## config.mk

```make
export PLATFORM = sky130hd
export DESIGN_NAME = bitstream_writer_flat
export DESIGN_NICKNAME = d
export VERILOG_FILES = /design/src/rtl/axi_stream_if.sv /design/src/rtl/bitstream_writer.sv /design/src/flat_wrapper.sv
export SDC_FILE = /design/constraint.sdc
export NUM_CORES = 1
export LEC_CHECK = 0
export ABC_AREA = 1
export CORE_MARGIN = 2
export CORE_UTILIZATION = 40
export DETAILED_ROUTE_END_ITERATION = 10
export PLACE_DENSITY = 0.72
export SYNTH_ARGS = -nofsm -noshare
export SYNTH_HDL_FRONTEND = slang
export SYNTH_SLANG_ARGS = --single-unit
```

## constraint.sdc

```tcl
create_clock -name clk -period 1.94 [get_ports clk]
set_clock_uncertainty 0.1 [all_clocks]
set_input_delay 0.388 -clock clk [delete_from_list [all_inputs] [get_ports clk]]
set_output_delay 0.388 -clock clk [all_outputs]
set_load 0.02 [all_outputs]
```

## src/rtl/axi_stream_if.sv

```systemverilog
// -----------------------------------------------------------------------------
// axi_stream_if
//   Minimal AXI-stream bundle used on the configuration bitstream path.
//
//   Parameters:
//     DATA_WIDTH : width of tdata in bits
//
//   Signals:
//     tvalid : source has a beat on tdata/tlast
//     tready : sink accepts the beat this cycle
//     tdata  : beat payload
//     tlast  : marks the final beat of a transfer
//
//   Modports:
//     master : drives tvalid/tdata/tlast, receives tready
//     slave  : receives tvalid/tdata/tlast, drives tready
// -----------------------------------------------------------------------------
interface axi_stream_if #(
    parameter int DATA_WIDTH = 8
);
    logic                  tvalid;
    logic                  tready;
    logic [DATA_WIDTH-1:0] tdata;
    logic                  tlast;

    modport master (
        output tvalid,
        output tdata,
        output tlast,
        input  tready
    );

    modport slave (
        input  tvalid,
        input  tdata,
        input  tlast,
        output tready
    );
endinterface

```

## src/rtl/bitstream_writer.sv

```systemverilog
// -----------------------------------------------------------------------------
// bitstream_writer
//   Captures a parallel configuration word on a start pulse and serialises it
//   onto an AXI-stream master, one DATA_WIDTH beat per handshake, with tlast
//   on the final beat and a one-cycle done pulse afterwards.
//
//   Parameters:
//     NUM_BITS_TO_WRITE : payload length in bits (>= 1)
//     DATA_WIDTH        : bits per beat, equal to the interface tdata width
//
//   Ports:
//     clk       : clock, rising edge
//     rst_n     : synchronous active-low reset
//     start     : single-cycle request, honoured only while ready = 1
//     bits      : payload, captured in the cycle start is accepted
//     ready     : idle and able to accept start
//     done      : one-cycle pulse after the final beat handshakes
//     bitstream : axi_stream_if.master (tvalid/tdata/tlast out, tready in)
//
//   Build option:
//     BITSTREAM_WRITER_MSB_FIRST_EN : when defined, beat 0 carries the
//     highest-order DATA_WIDTH bits of the zero-extended payload; otherwise
//     the payload is sent LSB-first.
// -----------------------------------------------------------------------------
module bitstream_writer #(
    parameter int NUM_BITS_TO_WRITE = 16,
    parameter int DATA_WIDTH        = 8
) (
    input  logic                         clk,
    input  logic                         rst_n,
    input  logic                         start,
    input  logic [NUM_BITS_TO_WRITE-1:0] bits,
    output logic                         ready,
    output logic                         done,
    axi_stream_if.master                 bitstream
);
    localparam int NUM_BEATS = (NUM_BITS_TO_WRITE + DATA_WIDTH - 1) / DATA_WIDTH;
    localparam int SR_W      = NUM_BEATS * DATA_WIDTH;
    localparam int CNT_W     = (NUM_BEATS > 1) ? $clog2(NUM_BEATS) : 1;
    localparam logic [CNT_W-1:0] LAST_BEAT = CNT_W'(NUM_BEATS - 1);

    typedef enum logic [1:0] {
        STATE__IDLE = 2'd0,
        STATE__SEND = 2'd1,
        STATE__DONE = 2'd2
    } state_t;

    state_t             state_reg;
    state_t             state_next;
    logic [SR_W-1:0]    shift_reg;
    logic [CNT_W-1:0]   beat_cnt_reg;

    logic [SR_W-1:0]       bits_ext;
    logic [SR_W-1:0]       shift_next;
    logic [DATA_WIDTH-1:0] beat_data;
    logic                  is_last;
    logic                  handshake;

    // Padding zeros sit above the payload in both orderings; only the
    // direction the word is consumed from differs.
    assign bits_ext = SR_W'(bits);

`ifdef BITSTREAM_WRITER_MSB_FIRST_EN
    assign beat_data  = shift_reg[SR_W-1 -: DATA_WIDTH];
    assign shift_next = shift_reg << DATA_WIDTH;
`else
    assign beat_data  = shift_reg[DATA_WIDTH-1:0];
    assign shift_next = shift_reg >> DATA_WIDTH;
`endif

    assign is_last   = (beat_cnt_reg == LAST_BEAT);
    assign handshake = (state_reg == STATE__SEND) && bitstream.tready;

    // State register
    always_ff @(posedge clk) begin
        if (!rst_n) begin
            state_reg <= STATE__IDLE;
        end else begin
            state_reg <= state_next;
        end
    end

    // Next-state logic
    always_comb begin
        state_next = state_reg;
        case (state_reg)
            STATE__IDLE: if (start)               state_next = STATE__SEND;
            STATE__SEND: if (handshake && is_last) state_next = STATE__DONE;
            STATE__DONE:                          state_next = STATE__IDLE;
            default:                              state_next = STATE__IDLE;
        endcase
    end

    // Payload shift register and beat counter. Only loaded from IDLE, so a
    // start or a change on bits during a transfer cannot disturb it.
    always_ff @(posedge clk) begin
        if (!rst_n) begin
            shift_reg    <= '0;
            beat_cnt_reg <= '0;
        end else if (state_reg == STATE__IDLE && start) begin
            shift_reg    <= bits_ext;
            beat_cnt_reg <= '0;
        end else if (handshake && !is_last) begin
            shift_reg    <= shift_next;
            beat_cnt_reg <= beat_cnt_reg + CNT_W'(1);
        end
    end

    // Outputs decoded from state and registers only; tvalid never looks at
    // tready, and tdata/tlast hold until the handshake moves the register.
    always_comb begin
        ready            = 1'b0;
        done             = 1'b0;
        bitstream.tvalid = 1'b0;
        bitstream.tlast  = 1'b0;
        bitstream.tdata  = '0;
        case (state_reg)
            STATE__IDLE: ready = 1'b1;
            STATE__SEND: begin
                bitstream.tvalid = 1'b1;
                bitstream.tlast  = is_last;
                bitstream.tdata  = beat_data;
            end
            STATE__DONE: done = 1'b1;
            default: ;
        endcase
    end
endmodule

```

## src/flat_wrapper.sv

```systemverilog
// flat-port wrapper written by rule: the top's interface ports become plain ports
module bitstream_writer_flat 
#(
    parameter int NUM_BITS_TO_WRITE = 16,
    parameter int DATA_WIDTH        = 8
)
  (clk, rst_n, start, bits, ready, done, bitstream_tvalid, bitstream_tdata, bitstream_tlast, bitstream_tready);
  axi_stream_if #(.DATA_WIDTH(DATA_WIDTH)) bitstream_i ();
  input  logic clk;
  input  logic rst_n;
  input  logic start;
  input  logic [NUM_BITS_TO_WRITE-1:0] bits;
  output logic ready;
  output logic done;
  output wire logic [$bits(bitstream_i.tvalid)-1:0] bitstream_tvalid;
  output wire logic [$bits(bitstream_i.tdata)-1:0] bitstream_tdata;
  output wire logic [$bits(bitstream_i.tlast)-1:0] bitstream_tlast;
  input wire logic [$bits(bitstream_i.tready)-1:0] bitstream_tready;
  assign bitstream_tvalid = bitstream_i.tvalid;
  assign bitstream_tdata = bitstream_i.tdata;
  assign bitstream_tlast = bitstream_i.tlast;
  assign bitstream_i.tready = bitstream_tready;
  bitstream_writer #(.NUM_BITS_TO_WRITE(NUM_BITS_TO_WRITE), .DATA_WIDTH(DATA_WIDTH)) u_core (.clk(clk), .rst_n(rst_n), .start(start), .bits(bits), .ready(ready), .done(done), .bitstream(bitstream_i));
endmodule
```

Word level (Yosys, flattened, before mapping)
Index checks and enable logic that the tools add are counted.
{"block": "word_totals", "register_bits": 19, "elab_cells": 28, "out_inout_bits": 12}
{"block": "op_classes", "muxes": 10, "reduce_logical": 9, "eq_ne": 4, "bitwise": 1, "n_addsub": 1}
{"op": "16-bit two-way mux", "count": 2}
{"op": "8-bit two-way mux", "count": 1}
{"op": "1-bit logical AND", "count": 4}
{"op": "1-bit two-way mux", "count": 4}
{"op": "2-bit two-way mux", "count": 2}
{"op": "2-bit inequality test (second input constant)", "count": 2}
{"op": "2-bit one-hot mux with 2 select lines", "count": 1}
{"op": "2-bit by 1-bit equality test with 1-bit output (second input constant)", "count": 1}
{"op": "2-bit equality test (second input constant)", "count": 1}
{"op": "2-bit logical NOT", "count": 1}
{"op": "2-bit AND reduction", "count": 1}
{"op": "2-bit nonzero test", "count": 1}
{"op": "2-bit OR reduction", "count": 1}
{"op": "1-bit adder (second input constant)", "count": 1}
{"op": "1-bit logical NOT", "count": 1}
{"op": "1-bit NOT", "count": 1}

Longest topological paths before layout
Gate-level depths: netlist (run 1).
{"block": "depth", "ltp_word": 5, "depth_mapped": 7, "depth_no_buf": 6}

Worst setup path after synthesis (run 1)
OpenSTA, ideal clock, no wires.
{"block": "synth_timing", "path_type": "register to output", "start": "register u_core.state_reg[0]", "end": "output port bitstream_tdata[0]", "path_stages_with_launch": 3, "required_time_ns": 1.452, "t_arrival_ns": 0.936, "slack_ns": 0.516, "path_buffers": 0, "cell_sequence": "dfxtp_1 > nand2_1 > nor2_1"}
{"block": "synth_via", "elab_chain_len": 2}
{"item": "start: declaration", "line_no": "bitstream_writer.sv:48", "source": "state_t state_reg;"}
{"item": "start signal: assignment", "line_no": "bitstream_writer.sv:79", "source": "state_reg <= state_next;"}
{"item": "2-bit by 1-bit equality test with 1-bit output", "line_no": "bitstream_writer.sv:117", "source": "case (state_reg)"}
{"item": "8-bit two-way mux", "line_no": "bitstream_writer.sv:117"}
{"item": "end: declaration", "line_no": "flat_wrapper.sv:16", "source": "output wire logic [$bits(bitstream_i.tdata)-1:0] bitstream_tdata;"}
Every way passes these cells.

Worst setup path after layout (run 1)
{"block": "layout_timing", "start": "register u_core.state_reg[1]", "end": "output port bitstream_tdata[4]"}
Same word-level chain as after synthesis.

==> results of run 1 <==
[layer usage]
| layer | up-vias | global-route usage |
|---|---|---|
| met2 | 22 | 0.323 |
| met3 | 3 | 0.0287 |
| li1 | 510 | - |
| met5 | - | 0 |
| met4 | 0 | 0.0526 |
| met1 | 423 | 0.231 |
[through the flow]
step	util	instance area, um^2	setup WS [ns]	power [mW]
floorplan	-	910	0.516	0.575
global placement	0.581	1270	0.0668	0.666
detailed placement	0.581	1270	0.0253	0.670
CTS	0.587	1290	0.0931	0.860
global route	0.583	1280	0.00319	0.912
finish	0.583	1280	0.112	0.856
[layout make-up]
type | instances | area [um^2] | area share
clock buffers | 4 | 26.3 | 0.0206
inverters | 13 | 48.8 | 0.0382
multi-input cells | 101 | 455 | 0.357
flip-flops and latches | 19 | 380 | 0.298
well taps | 28 | 35.0 | 0.0274
repair buffers | 37 | 332 | 0.260
[cells in the final DEF, fill, tap and decap left out, drive strengths merged]
| cell type | instances |
|---|---|
| a211oi | 1 |
| a21oi | 9 |
| buf | 6 |
| clkbuf | 7 |
| clkdlybuf4s15 | 2 |
| clkdlybuf4s50 | 19 |
| dfxtp | 19 |
| dlygate4sd2 | 7 |
| inv | 13 |
| nand2 | 34 |
| nand3 | 25 |
| nand4 | 1 |
| nor2 | 29 |
| nor3 | 1 |
| o21ai | 1 |
[power by group through the flow]
stage               Clock (mW)  Combinational, mW  Sequential (mW)
detailed placement           0              0.230            0.440
finish                   0.204              0.221            0.431
global placement             0              0.227            0.439
global route             0.226              0.253            0.434
floorplan                    0              0.136            0.439
CTS                      0.206              0.223            0.431
[critical path, delay by kind of cell (launching register included)]
family	cells	cell delay, ns
and+or+nand+nor	2	0.26
buffers and inverters	2	0.43
DFF	1	0.35
[what timing repair did]
action | in CTS | in global routing
cloned | 0 | 0
gates resized for setup | 13 | 8
setup endpoints to repair | 12 | 5
hold buffers | 0 | 0
[logic make-up (layout without fill, tap and decap cells)]
| logic type | after synthesis | after routing | synth area share |
|---|---|---|---|
| flip-flops | 19 | 19 | 0.418 |
| buffers and inverters | 19 | 54 | 0.0839 |
| AO/OA/AOI/OAI | 11 | 11 | 0.0633 |
| AND/OR/NAND/NOR | 90 | 90 | 0.435 |
[cells in the mapped netlist, drive strengths merged]
cell type	n	area, um^2
nand2	34	135
nor2	29	124
nand3	25	125
dfxtp	19	380
inv	13	48.8
a21oi	9	45.0
buf	4	20.0
clkbuf	2	7.51
a211oi	1	7.51
nand4	1	6.26
nor3	1	5.00
o21ai	1	5.00
[path summary, 6_finish.rpt]
path,slack [ns],end,start,depth (start not counted)
setup / recovery,0.11,bitstream_tdata[4],u_core.state_reg[1]$_SDFFE_PN0P_,4
hold / removal,0.39,u_core.shift_reg[11]$_SDFFE_PN0P_,u_core.shift_reg[11]$_SDFFE_PN0P_,2
setup reg to reg,0.32,u_core.shift_reg[3]$_SDFFE_PN0P_,u_core.state_reg[0]$_SDFFE_PN0P_,8
hold reg to reg,0.39,u_core.shift_reg[11]$_SDFFE_PN0P_,u_core.shift_reg[11]$_SDFFE_PN0P_,2
==> impl_metrics.py, run 1 <==
metrics = {
    "clocking": {
        "cts.reportedPaths.clkPinSlew_ns": 0.11,
        "htreeDepth": 1,
        "clkSinkCount": 19,
        "cts_max_path_buffers": 2,
        "root_buffer": "clkbuf_4",
        "clk-insertion-delay-late_ns": 0.30,
        "cts_tree": "yes",
        "postCtsSetupRepairBufs": 0,
        "cts_buffers": 3,
    },
    "critical_path": {
        "cp_slowest_cell": "dfxtp_1",
        "worstPathMaxFanout": 10,
        "cp-end-kind": "output port",
        "slowest_delay_ns": 0.35,
        "crit_arrival_ns": 1.34,
        "worstSetupPathType": "flop to output port",
        "critPathRequiredTime_ns": 1.45,
        "worstPathCellList": "inv_2 -> nand2_2 -> nor2_1 -> dlygate4sd2_1",
        "start_kind": "flop",
    },
    "finish": {
        "syn2layout_area_growth_pct": 40.4,
        "antenna-diode-count": 0,
        "largest_reg_flops": 16,
        "fillers": 243,
        "final_cells": 202,
        "fin_nets": 195,
        "drive_above_1_share": 0.109,
    },
    "global_route": {
        "grt_pass1_vias": 905,
        "antenna_found_initial": 0,
        "grt_overflow": 0,
        "grt_pass1_wl_mm": 3.75,
        "grt_use_total": 0.184,
        "grt_max_degree": 21,
    },
    "die": {
        "die_x_um": 51.7,
        "boundaryPins": 32,
        "start_util": 0.415,
        "row_count": 17,
        "dieArea_mm2": 0.00267,
        "fp.dieH_um": 51.7,
        "core_mm2": 0.00219,
    },
    "power": {
        "p_leak_nw": 0.602,
        "clock_power_share": 0.238,
        "swShare": 0.300,
        "power.net_switching_mw": 0.257,
        "pwr-share-seq": 0.503,
        "max-vdd-ir-drop_v": 0.000438,
        "p_per_area_mw_per_mm2": 670,
        "pwr-share-comb": 0.258,
        "intPower_mw": 0.599,
    },
    "logic_synthesis": {
        "syn-num-nets": 159,
        "netlist_instances": 139,
        "synth_seq_cells": 19,
        "netlist_area_um2": 910,
        "synth.distinct_cells": 15,
        "synth_warnings": 0,
        "synth-seq-area-share": 0.418,
        "avgSynthCellArea_um2": 6.54,
    },
    "flow_run": {
        "maxCapViolCount": 0,
    },
    "min_path": {
        "hp-class": "flop to flop",
    },
    "placement": {
        "port_buffers": 31,
        "place_congestion": 0.803,
        "dp.final_hpwl_mm": 1.54,
        "place_inst": 198,
    },
    "routing": {
        "met1Wirelength_mm": 1.03,
        "met3_length_um": 111,
        "routed_via_density": 4.74,
        "routedWlPerCell_um": 10.4,
        "drtPass1Iterations": 4,
        "num_vias": 958,
        "ant_nets": 0,
        "dr_wl_met2_um": 949,
        "drt_iter0_drc": 12,
        "drc": 0,
        "drt_wl_total_mm": 2.11,
        "highest_layer": "met4",
    },
    "status": {
        "status": "completed",
    },
    "timing": {
        "hold_slack_ns": 0.390,
        "worstMarginPinSlew_ns": 0.319,
        "slew_headroom": 0.787,
        "fin_crit_sh": 0.942,
        "period_minus_slack_ns": 1.83,
        "hold_viol_final": 0,
        "tns_ns": 0,
        "rsz0062_at_grt": "no",
        "finalSetupViolCount": 0,
        "fmax_mhz": 547,
        "report.final.slew_viol_count": 0,
    },
}
(Power assumes the default switching activity.)
==> run 2: changes to the inputs <==
--- a/config.mk
+++ b/config.mk
@@ -6,7 +6,7 @@
 export NUM_CORES = 1
 export LEC_CHECK = 0
 export ABC_AREA = 1
-export CORE_MARGIN = 2
+export CORE_MARGIN = 8
 export CORE_UTILIZATION = 40
 export DETAILED_ROUTE_END_ITERATION = 10
 export PLACE_DENSITY = 0.72
==> run 2 against run 1 <==
Worst setup slack better by 0.00052 ns. Sequential share of layout area down 0.37 points. Non-clock buffer count up 1. Clock power down 2%. Die area up 52%. Worst hold slack worse by 0.00080 ns. Wire length up 8.3%. Cell area up 1.3%. Maximum frequency about the same. Sequential cell count unchanged. First-iteration DRC count rose to 2.5 times the previous value. Count of clock-buffer cells in the layout unchanged.
==> impl_metrics.py, run 2 (same netlist as run 1, synthesis figures left out) <==
metrics = {
    "routing": {
        "ant_nets": 0,
        "routed_via_density": 4.71,
        "drt_wl_total_mm": 2.28,
        "num_vias": 956,
        "drc": 0,
        "drt_iter0_drc": 30,
        "drtPass1Iterations": 4,
        "routedWlPerCell_um": 11.2,
    },
    "clocking": {
        "cts.reportedPaths.clkPinSlew_ns": 0.11,
        "ctsHoldBuffers": 0,
        "clkSinkCount": 19,
        "cts_buffers": 3,
        "htreeDepth": 1,
        "cts_max_path_buffers": 2,
        "postCtsSetupRepairBufs": 0,
        "clk-insertion-delay-late_ns": 0.29,
        "cts_tree": "yes",
        "root_buffer": "clkbuf_4",
    },
    "power": {
        "max-vdd-ir-drop_v": 0.000469,
        "power_mw": 0.856,
        "p_leak_nw": 0.610,
        "p_per_area_mw_per_mm2": 662,
    },
    "global_route": {
        "use_met2": 0.189,
        "grt_pass1_vias": 914,
        "antenna_found_initial": 0,
        "grt_max_degree": 17,
        "use_met1": 0.139,
        "top_usage_layer": "met2",
        "grt_util_met3": 0.0318,
        "grt_overflow": 0,
        "grt_use_total": 0.115,
        "grt_pass1_wl_mm": 3.96,
    },
    "critical_path": {
        "worstPathMaxFanout": 10,
        "worstSetupPathType": "flop to output port",
        "reg2reg_slack_ns": 0.43,
        "cp-end-kind": "output port",
        "critPathRequiredTime_ns": 1.45,
        "reg2regPathDepth": 9,
        "r2r_start": "u_core.state_reg[0]$_SDFFE_PN0P_",
        "critical_path.top_delay_family": "buffers and inverters",
        "crit_arrival_ns": 1.34,
        "cp_slowest_cell": "dfxtp_1",
        "start_kind": "flop",
        "slowest_delay_ns": 0.36,
        "r2r_end": "u_core.shift_reg[6]$_SDFFE_PN0P_",
        "crit_buf_inv": 2,
        "worstPathCellList": "inv_2 -> nand2_2 -> nor2_1 -> dlygate4sd2_1",
    },
    "finish": {
        "final_cell_mix": "32 x nand2_1, 27 x nor2_1, 25 x nand3_1",
        "final_cells": 203,
        "syn2layout_area_growth_pct": 42.2,
        "drive_above_1_share": 0.103,
        "fin_util": 0.591,
        "largest_reg_flops": 16,
        "layout_commonest_cell": "nand2_1",
        "antenna-diode-count": 0,
        "fin_nets": 196,
    },
    "min_path": {
        "hp-class": "flop to flop",
        "whs_endpoint": "u_core.shift_reg[13]$_SDFFE_PN0P_",
        "hold_start": "u_core.shift_reg[13]$_SDFFE_PN0P_",
        "holdPathStages": 2,
    },
    "die": {
        "fp.dieH_um": 63.7,
        "start_util": 0.415,
        "core_mm2": 0.00219,
        "die_x_um": 63.7,
        "row_count": 17,
        "dieArea_mm2": 0.00406,
        "boundaryPins": 32,
    },
    "timing": {
        "rsz0062_at_grt": "no",
        "tns_ns": 0,
        "fmax_mhz": 547,
        "period_minus_slack_ns": 1.83,
        "fin_crit_sh": 0.942,
        "report.final.slew_viol_count": 0,
        "worstMarginPinSlew_ns": 0.361,
        "slew_headroom": 0.759,
        "finalSetupViolCount": 0,
        "hold_viol_final": 0,
    },
    "placement": {
        "port_buffers": 31,
        "place_congestion": 0.814,
        "place_inst": 199,
        "dp.final_hpwl_mm": 1.75,
    },
    "flow_run": {
        "maxCapViolCount": 0,
    },
    "status": {
        "status": "completed",
    },
}
## run 2: changes by cell type in the layout (fill, tap and decap cells not counted), sizes merged
cell / previous run / this run
buf: 6 / 7
clkbuf: 7 / 5
clkdlybuf4s15: 2 / 3
dlygate4sd2: 7 / 8
## run 2: layout make-up
type,count,area (um^2)
tap,28,35.0
timing repair buffer,38,348
fill,229,897
inverter,13,48.8
multi-input combinational,101,455
sequential,19,380
clock buffer,4,26.3
## run 2: how the worst max path moves through the flow
stage                               to  slack [ns]                              from  depth (start not counted)
CTS                 bitstream_tdata[2]        0.05  u_core.state_reg[1]$_SDFFE_PN0P_                          4
finish              bitstream_tdata[7]        0.11  u_core.state_reg[1]$_SDFFE_PN0P_                          4
floorplan           bitstream_tdata[0]        0.52  u_core.state_reg[0]$_SDFFE_PN0P_                          2
detailed placement  bitstream_tdata[2]       -0.02  u_core.state_reg[1]$_SDFFE_PN0P_                          4
global route        bitstream_tdata[4]      0.0006  u_core.state_reg[1]$_SDFFE_PN0P_                          4
global placement    bitstream_tdata[6]        0.07  u_core.state_reg[1]$_SDFFE_PN0P_                          4
## run 2: report_power, final
group / leakage, nW / switching, mW / total, mW / internal, mW
clock: 0.0150 / 0.120 / 0.200 / 0.0799
sequential: 0.156 / 0.0101 / 0.430 / 0.420
combinational: 0.439 / 0.124 / 0.226 / 0.102
## run 2: through the flow
stage / cell area, um^2 / hold slack [ns] / setup slack [ns]
floorplan: 910 / 0.357 / 0.516
global placement: 1280 / 0.370 / 0.0687
detailed placement: 1280 / 0.376 / -0.0227
CTS: 1290 / 0.391 / 0.0456
global route: 1290 / 0.418 / 0.000565
finish: 1290 / 0.389 / 0.113
## run 2: routing by layer
metal	part of all wire	vias to the layer above	wire length, um
li1	-	512	-
met1	0.49	409	1110
met2	0.44	29	1000
met3	0.063	6	144
met4	0.0083	0	19
met5	0	-	0
## run 2: worst min-delay path: cells and delay by family, from the launching register on
family / cells / cell delay, ns
AND/OR/NAND/NOR: 1 / 0.07
AO/OA/AOI/OAI: 1 / 0.05
flip-flops: 1 / 0.33
## run 2: repair_timing
| item | in CTS | in global routing |
|---|---|---|
| resized for setup | 13 | 5 |
| pin swaps | 0 | 0 |
| endpoints found under the setup margin | 12 | 4 |
